==> src/rtl/imem_port_arbiter.sv <==
// imem_port_arbiter: shares the single-port program memory between the CPU
// instruction-fetch path (F) and the host program loader (L). It runs one memory
// transaction at a time through IDLE -> ISSUE -> WAIT. All outputs are registered.
//
// Build option: define ARB_FIXED_PRIO_EN for fixed priority with L over F.
// When it is undefined, arbitration is round-robin and F wins the first tie.
`timescale 1ns/1ps
module imem_port_arbiter #(
   parameter int unsigned AW     = 8,
   parameter int unsigned DW     = 8,
   parameter int unsigned RD_LAT = 1
) (
   input  logic          clk,
   input  logic          CLB,
   input  logic          f_req,
   input  logic [AW-1:0] f_addr,
   output logic          f_gnt,
   output logic          f_valid,
   output logic [DW-1:0] f_rdata,
   input  logic          l_req,
   input  logic          l_we,
   input  logic [AW-1:0] l_addr,
   input  logic [DW-1:0] l_wdata,
   output logic          l_gnt,
   output logic          l_valid,
   output logic [DW-1:0] l_rdata,
   output logic          mem_en,
   output logic          mem_we,
   output logic [AW-1:0] mem_addr,
   output logic [DW-1:0] mem_wdata,
   input  logic [DW-1:0] mem_rdata,
   output logic          busy
);

   if (RD_LAT < 1 || RD_LAT > 4) begin : g_bad_rd_lat
      $error("imem_port_arbiter: RD_LAT must be in 1..4");
   end

   typedef enum logic [1:0] {StIdle = 2'd0, StIssue = 2'd1, StWait = 2'd2} state_e;

   state_e        state_q, state_d;
   logic          win_l_q, win_l_d;    // owner of the current transaction (1 = loader)
   logic          op_we_q, op_we_d;    // current transaction is a write
   logic [2:0]    cnt_q, cnt_d;        // remaining read-latency cycles
   logic          pick_l;

   logic          mem_en_q, mem_en_d;
   logic          mem_we_q, mem_we_d;
   logic [AW-1:0] mem_addr_q, mem_addr_d;
   logic [DW-1:0] mem_wdata_q, mem_wdata_d;
   logic          f_gnt_q, f_gnt_d;
   logic          l_gnt_q, l_gnt_d;
   logic          f_valid_q, f_valid_d;
   logic          l_valid_q, l_valid_d;
   logic [DW-1:0] f_rdata_q, f_rdata_d;
   logic [DW-1:0] l_rdata_q, l_rdata_d;
   logic          busy_q, busy_d;

`ifndef ARB_FIXED_PRIO_EN
   logic          prio_l_q, prio_l_d;  // 1 = loader wins the next tie
`endif

   // Winner selection among the current requesters.
   always_comb begin
`ifdef ARB_FIXED_PRIO_EN
      pick_l = l_req;
`else
      pick_l = l_req && (!f_req || prio_l_q);
`endif
   end

   // Next-state and registered-output logic.
   always_comb begin
      state_d     = state_q;
      win_l_d     = win_l_q;
      op_we_d     = op_we_q;
      cnt_d       = cnt_q;
      mem_en_d    = 1'b0;
      mem_we_d    = 1'b0;
      mem_addr_d  = mem_addr_q;
      mem_wdata_d = mem_wdata_q;
      f_gnt_d     = 1'b0;
      l_gnt_d     = 1'b0;
      f_valid_d   = 1'b0;
      l_valid_d   = 1'b0;
      f_rdata_d   = f_rdata_q;
      l_rdata_d   = l_rdata_q;
`ifndef ARB_FIXED_PRIO_EN
      prio_l_d    = prio_l_q;
`endif
      unique case (state_q)
         StIdle: begin
            if (f_req || l_req) begin
               win_l_d    = pick_l;
               op_we_d    = pick_l && l_we;
               mem_en_d   = 1'b1;
               mem_we_d   = pick_l && l_we;
               mem_addr_d = pick_l ? l_addr : f_addr;
               // Fetches never write, so the write-data bus keeps its last value.
               if (pick_l) begin
                  mem_wdata_d = l_wdata;
               end
               f_gnt_d    = !pick_l;
               l_gnt_d    = pick_l;
`ifndef ARB_FIXED_PRIO_EN
               prio_l_d   = !pick_l;
`endif
               state_d    = StIssue;
            end
         end
         StIssue: begin
            cnt_d   = 3'(RD_LAT);
            state_d = StWait;
         end
         StWait: begin
            cnt_d = cnt_q - 3'd1;
            // cnt_q == 1 is the cycle in which mem_rdata is valid.
            if (cnt_q == 3'd1) begin
               if (!op_we_q) begin
                  if (win_l_q) begin
                     l_rdata_d = mem_rdata;
                  end else begin
                     f_rdata_d = mem_rdata;
                  end
               end
               f_valid_d = !win_l_q;
               l_valid_d = win_l_q;
               state_d   = StIdle;
            end
         end
         default: state_d = StIdle;
      endcase
      busy_d = (state_d != StIdle);
   end

   // State and output registers; reset drops any in-flight transaction.
   always_ff @(posedge clk or negedge CLB) begin
      if (!CLB) begin
         state_q     <= StIdle;
         win_l_q     <= 1'b0;
         op_we_q     <= 1'b0;
         cnt_q       <= 3'd0;
         mem_en_q    <= 1'b0;
         mem_we_q    <= 1'b0;
         mem_addr_q  <= '0;
         mem_wdata_q <= '0;
         f_gnt_q     <= 1'b0;
         l_gnt_q     <= 1'b0;
         f_valid_q   <= 1'b0;
         l_valid_q   <= 1'b0;
         f_rdata_q   <= '0;
         l_rdata_q   <= '0;
         busy_q      <= 1'b0;
`ifndef ARB_FIXED_PRIO_EN
         prio_l_q    <= 1'b0;
`endif
      end else begin
         state_q     <= state_d;
         win_l_q     <= win_l_d;
         op_we_q     <= op_we_d;
         cnt_q       <= cnt_d;
         mem_en_q    <= mem_en_d;
         mem_we_q    <= mem_we_d;
         mem_addr_q  <= mem_addr_d;
         mem_wdata_q <= mem_wdata_d;
         f_gnt_q     <= f_gnt_d;
         l_gnt_q     <= l_gnt_d;
         f_valid_q   <= f_valid_d;
         l_valid_q   <= l_valid_d;
         f_rdata_q   <= f_rdata_d;
         l_rdata_q   <= l_rdata_d;
         busy_q      <= busy_d;
`ifndef ARB_FIXED_PRIO_EN
         prio_l_q    <= prio_l_d;
`endif
      end
   end

   assign mem_en    = mem_en_q;
   assign mem_we    = mem_we_q;
   assign mem_addr  = mem_addr_q;
   assign mem_wdata = mem_wdata_q;
   assign f_gnt     = f_gnt_q;
   assign l_gnt     = l_gnt_q;
   assign f_valid   = f_valid_q;
   assign l_valid   = l_valid_q;
   assign f_rdata   = f_rdata_q;
   assign l_rdata   = l_rdata_q;
   assign busy      = busy_q;

endmodule

==> config.mk <==
export PLATFORM = sky130hd
export DESIGN_NAME = imem_port_arbiter
export DESIGN_NICKNAME = d
export VERILOG_FILES = /design/src/rtl/imem_port_arbiter.sv
export SDC_FILE = /design/constraint.sdc
export NUM_CORES = 1
export LEC_CHECK = 0
export ABC_CLOCK_PERIOD_IN_PS = 4100
export CAP_MARGIN = 0
export CORE_MARGIN = 3
export CORE_UTILIZATION = 45
export DETAILED_ROUTE_END_ITERATION = 8
export HOLD_SLACK_MARGIN = 0.06
export PLACE_DENSITY = 0.82
export SYNTH_ARGS = -nofsm -noshare
export SYNTH_HDL_FRONTEND = slang
export SYNTH_SLANG_ARGS = --single-unit
==> constraint.sdc <==
create_clock -name clk -period 4.1 [get_ports clk]
set_input_delay 0.41 -clock clk [delete_from_list [all_inputs] [get_ports clk]]
set_output_delay 0.41 -clock clk [all_outputs]
set_load 0.005 [all_outputs]
==> flow_metrics.tcl <==
set metrics [dict create \
    ir_worst_vdd_mv 0.358 \
    hpwl_mm 2.95 \
    grt_max_degree 48 \
    slew_headroom_pct 33.1 \
    grt_pass1_vias 1413 \
    syn_to_final_growth_pct 46.0 \
    ys_seq_area_share_pct 60.5 \
    fp-row-count 23 \
    ctsResizeCount 0 \
    reg2reg_from "state_q[0]$_DFF_PN0_" \
    avgSynthCellArea_um2 12.6 \
    diodes 0 \
    critical_path_class "input pin to flop" \
    syn_inst 155 \
    skew_ns 0.0114 \
    drc_errors 0 \
    fmaxAchievable_mhz 483 \
    drt_iter0_drc 24 \
    routed_wl_mm 3.92 \
    port_buffers 75 \
    clkSlewWorstSetupHoldPaths_ns 0.09 \
    cts_tree "done" \
    layout_common_cells "clkdlybuf4s50_1 (74), dfrtp_1 (47), mux2_2 (24)" \
    die_h_um 71.8 \
    netlist_area_mm2 0.00195 \
    ys.warnings.count 0 \
    cp.arrival_ns 2.25 \
    yosysTopAreaCell "dfrtp_1" \
    cp-start-kind "input pin" \
    postCtsSetupBuffers 0 \
    post-place-ws_ns 1.77 \
    initial_core_util_pct 47.6 \
    root_buffer "clkbuf_8" \
    clock_latency_ns 0.29 \
    powerDensity_mw_per_mm2 726 \
    coreArea_mm2 0.00409 \
    cts_hold_buf 0 \
    place_congestion 0.787 \
    crit_required_ns 4.28 \
    min_period_over_period_pct 50.5 \
    io_pins 76 \
    rsz0062_at_grt "no" \
    critical_path.max_fanout 13 \
    antenna_found_initial 0 \
    drive_gt1_share_pct 16.7 \
    drv_cap 0 \
    synth_fp_nets 197 \
    final_common_cell "clkdlybuf4s50_1" \
    cts_sinks 47 \
    drtAntennaViolNets 0 \
    die_w_um 71.8 \
    yosysUniqueCellTypes 28 \
    startpoint "l_req" \
    netlist.area_leader.share_pct 60.5 \
    ys_ff_latch 47 \
    synthTopCellsByArea "dfrtp_1 (60%), mux2_2 (14%), ha_1 (3.2%), a21oi_1 (2.8%), o21ai_0 (2.8%)" \
    drv_slew 0 \
    status "finished clean" \
    leakage_uw 0.00120 \
    grt_overflow_total 0 \
    postPlaceCellArea_mm2 0.00274 \
    setup_tns_ns 0 \
    vias 1427 \
    cts_buffer_depth 2 \
    numCtsBuffers 5 \
    die_area_mm2 0.00515 \
    grt_pass1_wl_mm 6.64 \
    setup_viol 0 \
    groute.usage.overall_pct 16.2 \
    hold_viol 0 \
    hold_class "input pin to asynchronous set/reset pin" \
    vias_per_cell 5.02 \
    htreeDepth 2 \
    first_pass_iters 2 \
    worstMarginPinSlew_ns 1.00 \
    layout.nets 276 \
    wl_per_cell_um 13.8 \
    period_needed_ns 2.07 \
    fin_area_mm2 0.00284 \
    setup.worst_path.end_class "flop" \
    layout_setup_ws_ns 2.03 \
]
[stage by stage]
| step | instances | util (%) | hold WS (ns) | power, uW |
|---|---|---|---|---|
| 6_report | 284 | 69.5 | 0.285 | 2060 |
| 5_1_grt | 284 | 69.5 | 0.349 | 2220 |
| 4_1_cts | 284 | 69.5 | 0.321 | 2090 |
| 3_5_place_dp | 277 | 67.0 | 0.494 | 1770 |
| 3_3_place_gp | 277 | 67.0 | 0.489 | 1740 |
| 2_1_floorplan | 155 | - | 0.114 | 1260 |
[sequential cells by signal, summed over array words and instances (netlist names)]
signal / cells
prio_l_q: 1
mem_en: 1
cnt_q: 3
mem_we: 1
mem_wdata: 8
win_l_q: 1
busy: 1
l_valid: 1
mem_addr: 8
l_rdata: 8
f_gnt: 1
op_we_q: 1
state_q: 2
l_gnt: 1
f_valid: 1
f_rdata: 8
[per-layer routing]
layer  part of all wire [%]  track usage, %
met1                     43            21.7
met3                    8.7            6.73
met2                     47            25.1
met5                      0               0
met4                   0.77            3.13
[where the power goes]
group	switching [uW]	leakage [uW]	internal, uW
logic	356	0.000581	575
registers	125	0.000564	685
clock network	142	0.0000513	179
[synthesized netlist by cell type]
library cell	instances
dfrtp_1	47
mux2_2	24
nor2_1	14
a21oi_1	11
o21ai_0	11
a31oi_1	8
inv_1	8
nand2_1	6
ha_1	5
inv_2	2
nor3_4	2
a211oi_1	1
a22o_1	1
and3_2	1
buf_2	1
buf_4	1
clkbuf_1	1
mux2i_1	1
nand2b_1	1
nand2b_4	1
nand3_1	1
nand3_2	1
nand3b_1	1
nand3b_2	1
nor2b_1	1
o211ai_1	1
o21ai_1	1
o311ai_0	1
[critical path, cell delays in order]
cell,delay [ns]
clkdlybuf4s50_1,0.63
o21ai_1,0.75
inv_2,0.24
nor2_1,0.17
a21oi_1,0.05
[cell families (layout without fill, tap and decap cells)]
group / after synthesis / after routing / share of synthesized area, %
AND/OR/NAND/NOR: 30 / 30 / 9.00
flip-flops: 47 / 47 / 60.5
buffers and inverters: 13 / 92 / 2.77
AO/OA/AOI/OAI: 35 / 35 / 10.2
multiplexers: 25 / 25 / 14.4
adder cells (fa/ha/maj): 5 / 5 / 3.22
[area by class of cell]
class                   count  area, um2
well taps                  50       62.6
multi-input cells          95        716
inverters                  10       37.5
repair buffers             75        746
fillers                   314       1250
clock inverters             1       30.0
clock buffers               6       72.6
flip-flops and latches     47       1180
[final timing paths]
kind | end | slack [ns] | cells after the start
max | mem_addr[3]$_DFFE_PN0P_ | 2.03 | 5
min | mem_wdata[0]$_DFFE_PN0P_ | 0.29 | 1
max reg2reg | f_rdata[4]$_DFFE_PN0P_ | 2.21 | 5
min reg2reg | l_rdata[4]$_DFFE_PN0P_ | 0.51 | 1
max in group asynchronous | f_rdata[4]$_DFFE_PN0P_ | 3.19 | 1
min in group clk | l_rdata[4]$_DFFE_PN0P_ | 0.51 | 1
No activity file was read; power rests on OpenSTA's default activity.
